## config.mk

```make
export PLATFORM = sky130hd
export DESIGN_NAME = ipsl_pcie_dbi_responder_flat
export DESIGN_NICKNAME = d
export VERILOG_FILES = /design/src/rtl/ipsl_pcie_dbi_responder_if.sv /design/src/rtl/ipsl_pcie_dbi_responder.sv /design/src/flat_wrapper.sv
export SDC_FILE = /design/constraint.sdc
export NUM_CORES = 2
export LEC_CHECK = 0
export ABC_AREA = 1
export BUFFER_PORTS_ARGS = -buffer_cell sky130_fd_sc_hd__buf_4
export CAP_MARGIN = 40
export CORE_ASPECT_RATIO = 0.5
export CORE_MARGIN = 5
export CORE_UTILIZATION = 30
export DETAILED_ROUTE_END_ITERATION = 16
export PLACE_DENSITY = 0.46
export SLEW_MARGIN = 20
export SYNTH_ARGS = -nofsm -noshare
export SYNTH_HDL_FRONTEND = slang
export SYNTH_SLANG_ARGS = --single-unit
```

## constraint.sdc

```tcl
create_clock -name pclk_div2 -period 3.85 [get_ports pclk_div2]
set_clock_uncertainty 0.2 [all_clocks]
set_input_delay 0.77 -clock pclk_div2 [delete_from_list [all_inputs] [get_ports pclk_div2]]
set_output_delay 0.77 -clock pclk_div2 [all_outputs]
set_load 0.05 [all_outputs]
```

## src/rtl/ipsl_pcie_dbi_responder_if.sv

```systemverilog
// rtl/ipsl_pcie_dbi_responder_if.sv - DBI request/response bundle between bridge master and responder
interface ipsl_pcie_dbi_responder_if;
    logic [31:0] dbi_addr;
    logic [31:0] dbi_din;
    logic        dbi_cs;
    logic        dbi_cs2;
    logic [3:0]  dbi_wr;
    logic        app_dbi_ro_wr_disable;
    logic        cfg_busy;
    logic        lbc_dbi_ack;
    logic [31:0] lbc_dbi_dout;
    logic        dbi_halt;
    logic [7:0]  halt_cnt;

    modport master (
        output dbi_addr, dbi_din, dbi_cs, dbi_cs2, dbi_wr, app_dbi_ro_wr_disable, cfg_busy,
        input  lbc_dbi_ack, lbc_dbi_dout, dbi_halt, halt_cnt
    );

    modport slave (
        input  dbi_addr, dbi_din, dbi_cs, dbi_cs2, dbi_wr, app_dbi_ro_wr_disable, cfg_busy,
        output lbc_dbi_ack, lbc_dbi_dout, dbi_halt, halt_cnt
    );
endinterface

```

## src/rtl/ipsl_pcie_dbi_responder.sv

```systemverilog
// rtl/ipsl_pcie_dbi_responder.sv - DBI shadow-register responder; optional bank 2 via IPSL_PCIE_DBI_BANK2_EN
module ipsl_pcie_dbi_responder #(
    parameter int          ACK_LAT  = 2,
    parameter int          RO_WORDS = 4,
    parameter logic [31:0] ID_VAL   = 32'h5A5A_0001
) (
    input  logic                          pclk_div2,
    input  logic                          apb_rst,
    ipsl_pcie_dbi_responder_if.slave      dbi
);

    typedef enum logic [1:0] {
        S_IDLE = 2'd0,
        S_WAIT = 2'd1,
        S_ACK  = 2'd2
    } state_t;

    localparam logic [3:0] LAT_M1 = 4'(ACK_LAT - 1);
    localparam logic [6:0] RO_LIM = 7'(RO_WORDS);

    state_t      r_state;
    logic [3:0]  r_cnt;
    logic        r_cs_q;
    logic        r_ack;
    logic [5:0]  r_word;
    logic        r_hit;
    logic [31:0] r_din;
    logic [3:0]  r_wr;
    logic        r_cs2;
    logic        r_ro_dis;
    logic [7:0]  r_halt_cnt;
    logic [31:0] r_bank1 [64];

    logic        w_cap;
    logic        w_halt;
    logic        w_ro_word;
    logic        w_commit;
    logic        w_commit1;
    logic        w_is_read;
    logic [31:0] w_rd_word;
    logic        w_unused_addr;

    // Only the cs rising edge in IDLE starts an access; a held-high cs is ignored.
    assign w_cap     = (r_state == S_IDLE) && dbi.dbi_cs && !r_cs_q;
    assign w_halt    = r_ack && dbi.cfg_busy;
    assign w_ro_word = !r_cs2 && ({1'b0, r_word} < RO_LIM);
    assign w_commit  = r_ack && !dbi.cfg_busy && r_hit && (|r_wr) && !(w_ro_word && r_ro_dis);
    assign w_commit1 = w_commit && !r_cs2;
    assign w_is_read = r_ack && !dbi.cfg_busy && r_hit && (r_wr == 4'd0);

    assign w_unused_addr = ^{dbi.dbi_addr[31:12], dbi.dbi_addr[1:0]};

`ifdef IPSL_PCIE_DBI_BANK2_EN
    logic [31:0] r_bank2 [64];
    logic        w_commit2;

    assign w_commit2 = w_commit && r_cs2;
    assign w_rd_word = r_cs2 ? r_bank2[r_word] : r_bank1[r_word];

    // Bank 2 (write-mask shadow): byte-lane writes, no read-only words.
    always_ff @(posedge pclk_div2) begin
        if (apb_rst) begin
            for (int i = 0; i < 64; i++) begin
                r_bank2[i] <= 32'd0;
            end
        end else if (w_commit2) begin
            for (int b = 0; b < 4; b++) begin
                if (r_wr[b]) begin
                    r_bank2[r_word][8*b +: 8] <= r_din[8*b +: 8];
                end
            end
        end
    end
`else
    // Without bank 2, cs2 accesses read zero and their writes are dropped.
    assign w_rd_word = r_cs2 ? 32'd0 : r_bank1[r_word];
`endif

    // Request capture, latency count and one-cycle ack sequencing.
    always_ff @(posedge pclk_div2) begin
        if (apb_rst) begin
            r_state    <= S_IDLE;
            r_cnt      <= 4'd0;
            r_cs_q     <= 1'b0;
            r_ack      <= 1'b0;
            r_word     <= 6'd0;
            r_hit      <= 1'b0;
            r_din      <= 32'd0;
            r_wr       <= 4'd0;
            r_cs2      <= 1'b0;
            r_ro_dis   <= 1'b0;
            r_halt_cnt <= 8'd0;
        end else begin
            r_cs_q <= dbi.dbi_cs;
            r_ack  <= 1'b0;
            case (r_state)
                S_IDLE: begin
                    if (w_cap) begin
                        r_word   <= dbi.dbi_addr[7:2];
                        r_hit    <= (dbi.dbi_addr[11:8] == 4'd0);
                        r_din    <= dbi.dbi_din;
                        r_wr     <= dbi.dbi_wr;
                        r_cs2    <= dbi.dbi_cs2;
                        r_ro_dis <= dbi.app_dbi_ro_wr_disable;
                        r_cnt    <= LAT_M1;
                        if (LAT_M1 == 4'd0) begin
                            r_state <= S_ACK;
                            r_ack   <= 1'b1;
                        end else begin
                            r_state <= S_WAIT;
                        end
                    end
                end
                S_WAIT: begin
                    r_cnt <= r_cnt - 4'd1;
                    if (r_cnt <= 4'd1) begin
                        r_state <= S_ACK;
                        r_ack   <= 1'b1;
                    end
                end
                S_ACK: begin
                    r_state <= S_IDLE;
                    if (dbi.cfg_busy && (r_halt_cnt != 8'hFF)) begin
                        r_halt_cnt <= r_halt_cnt + 8'd1;
                    end
                end
                default: begin
                    r_state <= S_IDLE;
                end
            endcase
        end
    end

    // Bank 1: word 0 resets to the ID value, commits land at the end of the ack cycle.
    always_ff @(posedge pclk_div2) begin
        if (apb_rst) begin
            for (int i = 0; i < 64; i++) begin
                r_bank1[i] <= (i == 0) ? ID_VAL : 32'd0;
            end
        end else if (w_commit1) begin
            for (int b = 0; b < 4; b++) begin
                if (r_wr[b]) begin
                    r_bank1[r_word][8*b +: 8] <= r_din[8*b +: 8];
                end
            end
        end
    end

    assign dbi.lbc_dbi_ack  = r_ack;
    assign dbi.dbi_halt     = w_halt;
    assign dbi.lbc_dbi_dout = w_is_read ? w_rd_word : 32'd0;
    assign dbi.halt_cnt     = r_halt_cnt;

endmodule

```

## src/flat_wrapper.sv

```systemverilog
// flat-port wrapper written by rule: the top's interface ports become plain ports
module ipsl_pcie_dbi_responder_flat 
#(
    parameter int          ACK_LAT  = 2,
    parameter int          RO_WORDS = 4,
    parameter logic [31:0] ID_VAL   = 32'h5A5A_0001
)
  (pclk_div2, apb_rst, dbi_dbi_addr, dbi_dbi_din, dbi_dbi_cs, dbi_dbi_cs2, dbi_dbi_wr, dbi_app_dbi_ro_wr_disable, dbi_cfg_busy, dbi_lbc_dbi_ack, dbi_lbc_dbi_dout, dbi_dbi_halt, dbi_halt_cnt);
  ipsl_pcie_dbi_responder_if dbi_i ();
  input  logic pclk_div2;
  input  logic apb_rst;
  input wire logic [$bits(dbi_i.dbi_addr)-1:0] dbi_dbi_addr;
  input wire logic [$bits(dbi_i.dbi_din)-1:0] dbi_dbi_din;
  input wire logic [$bits(dbi_i.dbi_cs)-1:0] dbi_dbi_cs;
  input wire logic [$bits(dbi_i.dbi_cs2)-1:0] dbi_dbi_cs2;
  input wire logic [$bits(dbi_i.dbi_wr)-1:0] dbi_dbi_wr;
  input wire logic [$bits(dbi_i.app_dbi_ro_wr_disable)-1:0] dbi_app_dbi_ro_wr_disable;
  input wire logic [$bits(dbi_i.cfg_busy)-1:0] dbi_cfg_busy;
  output wire logic [$bits(dbi_i.lbc_dbi_ack)-1:0] dbi_lbc_dbi_ack;
  output wire logic [$bits(dbi_i.lbc_dbi_dout)-1:0] dbi_lbc_dbi_dout;
  output wire logic [$bits(dbi_i.dbi_halt)-1:0] dbi_dbi_halt;
  output wire logic [$bits(dbi_i.halt_cnt)-1:0] dbi_halt_cnt;
  assign dbi_i.dbi_addr = dbi_dbi_addr;
  assign dbi_i.dbi_din = dbi_dbi_din;
  assign dbi_i.dbi_cs = dbi_dbi_cs;
  assign dbi_i.dbi_cs2 = dbi_dbi_cs2;
  assign dbi_i.dbi_wr = dbi_dbi_wr;
  assign dbi_i.app_dbi_ro_wr_disable = dbi_app_dbi_ro_wr_disable;
  assign dbi_i.cfg_busy = dbi_cfg_busy;
  assign dbi_lbc_dbi_ack = dbi_i.lbc_dbi_ack;
  assign dbi_lbc_dbi_dout = dbi_i.lbc_dbi_dout;
  assign dbi_dbi_halt = dbi_i.dbi_halt;
  assign dbi_halt_cnt = dbi_i.halt_cnt;
  ipsl_pcie_dbi_responder #(.ACK_LAT(ACK_LAT), .RO_WORDS(RO_WORDS), .ID_VAL(ID_VAL)) u_core (.pclk_div2(pclk_div2), .apb_rst(apb_rst), .dbi(dbi_i));
endmodule
```

==> flow_summary.yaml <==
status:
  status: "finished, violations left"
  violations: "setup timing"
setup_path:
  crit_type: "reg -> out"
  regToRegSetupSlack_ps: 670
  critPathCaptureType: "output port"
  crit_required_ps: 2880
  crit_slowest_cell: "dfxtp_4"
  reg2reg_from: "u_core.r_word[4]"
  ff2ff_path_depth: 8
  critPathMaxFanout: 10
  cpLargestDelayFamily: "buffers and inverters"
  reg2reg_to: "u_core.r_bank1[41][29]"
  path_common_cell: "nand3_2"
  arrival_ps: 3270
  crit_path_cell_trace: "buf_12 -> inv_12 -> buf_16 -> buf_12 -> nand2_1 -> nand3_2 -> nand3_2 -> nand3_2 -> nand2_2 -> a31oi_1 -> buf_4 -> nor2_1 -> nor2_1 -> buf_4 -> buf_8"
  path_buf_inv: 7
  start_kind: "flop"
  slowest_delay_ps: 390
timing:
  setup_violations: 32
  fin_crit_sh_pct: 110
  drv_slew: 0
  hold_viol: 0
  fin_ws_ps: -389
  holdWs_ps: 65.9
  final.setup.tns_ps: -10310
  relSlewSlack_pct: 38.6
  tightest_slew_ps: 917
  timing.fmax_ghz: 0.236
  rsz0062_at_grt: "yes"
  period_needed_ps: 4240
detailed_routing:
  wire_per_inst_um: 24.3
  drt-total-wl_mm: 352
  viasPerCell: 5.04
  topRoutingLayerUsed: "met5"
  drt_pre_antenna_iters: 5
  vias: 72900
  met2WireLength_mm: 161
  drc: 0
  drt-met1-wl_mm: 156
  drt_iter0_drc: 7636
  ant_nets: 0
  met3_length_mm: 23.4
clock_tree:
  root_buffer: "clkbuf_16"
  clk_pin_slew_ps: 60
  cts_made_buffers: 215
  htreeDepth: 4
  cts_tree: "built"
  clockBufferDepth: 4
  clock_latency_ps: 890
  clkSinkCount: 2115
yosys:
  synth_top_cells_by_count: "nand2_1, nor2_1, edfxtp_1"
  synth_top_area_share_pct: 64.5
  ys_seq_elements: 2115
  synth.area.top_cells: "edfxtp_1, nand2_1, nand3_1, nor2_1, clkbuf_1"
  synth_nets: 10000
  seq_area_frac_synth_pct: 65.9
  synth_flop_cell: "edfxtp_1"
  synthCells: 9943
  synth_edf_count: 2048
  synthDistinctLibCells: 28
  netlist_area_um2: 95400
  synthArstFlopShare_pct: 0
  post-synth-top-count-cell: "nand2_1"
  avgSynthCellArea_um2: 9.60
  yosysTopAreaCell: "edfxtp_1"
  yosys_warnings: 0
cells_and_area:
  multiInputGateArea_um2: 30600
  fin_nets: 10200
  seq_area_um2: 62900
  fin_area_um2: 114000
  drive_above_1_share_pct: 13.2
  utilization_pct: 36.0
  instances_no_fill: 14500
  area_delta_synth_final_pct: 19.6
  filler_cell_count: 31900
worst_hold_path:
  hold_depth: 3
  worstHoldEndpoint: "u_core.r_din[0]"
  min-delay-start: "dbi_dbi_din[0]"
  hold_class: "in -> reg"
place:
  portBuffers: 93
  placed_cell_area_um2: 103000
  dp_hpwl_mm: 217
  pre_cts_ws_ps: 82.6
  finalWeightedCongestion: 0.846
  placed_cells: 13900
power:
  leakage_nw: 41.1
  powerDensity_nw_per_um2: 474
  peakVddDrop_mv: 0.314
  power_mw: 54.1
floorplanning:
  die_width_um: 808
  num_rows: 146
  start_util_pct: 30.1
  die-height_um: 409
  ios: 116
  dieArea_um2: 330000
  core_um2: 317000
grt:
  gr-total-overflow: 0
  grt_first_pass_wirelength_mm: 494
  grt_max_degree: 81
  grt_antenna_before_repair: 12
  grt_pass1_vias: 69300
  grt_use_total_pct: 20.2
run:
  drv_cap: 0
[how the worst max path moves through the flow]
stage	to	from	cells after the start
detailed placement	dbi_lbc_dbi_dout[7]	flop	14
global route	dbi_lbc_dbi_dout[7]	flop	16
finish	dbi_lbc_dbi_dout[5]	flop	15
global placement	dbi_lbc_dbi_dout[7]	flop	14
CTS	dbi_lbc_dbi_dout[11]	flop	14
floorplan	dbi_lbc_dbi_dout[11]	dbi_cfg_busy	6
[worst min-delay path, cell delays in order]
cell and delay, ps:
buf_4 130, o21ai_0 90, a21oi_1 100
[what timing repair did]
item                                   CTS  global route
setup buffers                           39            10
endpoints found under the hold margin   29             0
gates resized for setup                373           154
hold buffers                            29             0
pin swaps                               29            40
setup endpoints to repair               32            32
gates cloned                            46            17
[flip-flops by register name, summed over array words and instances (netlist names), named ones only]
| signal | flops |
|---|---|
| u_core.r_cnt | 4 |
| u_core.dbi.halt_cnt | 8 |
| u_core.r_cs2 | 1 |
| u_core.r_cs_q | 1 |
| u_core.r_hit | 1 |
| u_core.r_bank1 | 2048 |
| u_core.r_ro_dis | 1 |
| u_core.dbi.lbc_dbi_ack | 1 |
| u_core.r_state | 2 |
| u_core.r_word | 6 |
| u_core.r_wr | 4 |
| u_core.r_din | 32 |
[report_power, final]
part / switching [mW] / leakage (nW) / internal [mW] / total [mW]
clock: 9.19 / 3.10 / 10.8 / 20.0
sequential: 0.264 / 21.7 / 25.9 / 26.2
combinational: 5.58 / 16.3 / 2.32 / 7.91
total: 15.0 / 41.1 / 39.1 / 54.1
[cells by family after synthesis]
kind of cell | after synthesis | share of synthesized area (%)
DFF | 2115 | 65.9
adders and majority gates | 3 | 0.0393
buffers and inverters | 814 | 3.54
AOI/OAI and AO/OA | 179 | 0.989
and+or+nand+nor | 6830 | 29.5
xor gates and xnor gates | 2 | 0.0184
[layout by cell type, fill, tap and decap left out, drive strengths merged]
cell type / synthesis / routed
buf: 310 / 602
nand2: 2769 / 2769
edfxtp: 2048 / 2048
dlygate4sd3: 0 / 29
bufbuf: 0 / 9
a21oi: 52 / 52
dfxtp: 67 / 67
or4: 1 / 1
bufinv: 0 / 7
nor4: 2 / 2
o22ai: 24 / 24
o311a: 1 / 1
o211ai: 1 / 1
nor3: 8 / 8
nand4: 1 / 1
inv: 71 / 50
nor2: 2249 / 2249
clkinvlp: 0 / 3
a31oi: 5 / 5
xnor2: 1 / 1
nand3: 1800 / 1800
xor2: 1 / 1
clkinv: 2 / 109
diode: 0 / 10
o21ai: 95 / 95
clkbuf: 431 / 296
o32ai: 1 / 1
ha: 3 / 3
[per-layer routing]
layer	GRT usage, %	vias to the layer above
met5	0	-
met4	6.13	8
met3	2.92	474
met2	32.3	2423
met1	28.6	36200
li1	-	33800
[cell type report]
class | instances | area share [%]
diodes | 10 | 0.0219
clock buffers | 280 | 5.00
clock inverters | 94 | 0.542
inverters | 73 | 0.336
multi-input cells | 7014 | 26.8
flip-flops and latches | 2115 | 55.1
well taps | 4218 | 4.63
repair buffers | 656 | 7.53
repair inverters | 2 | 0.0318
Power figures use the tool's default switching activity.
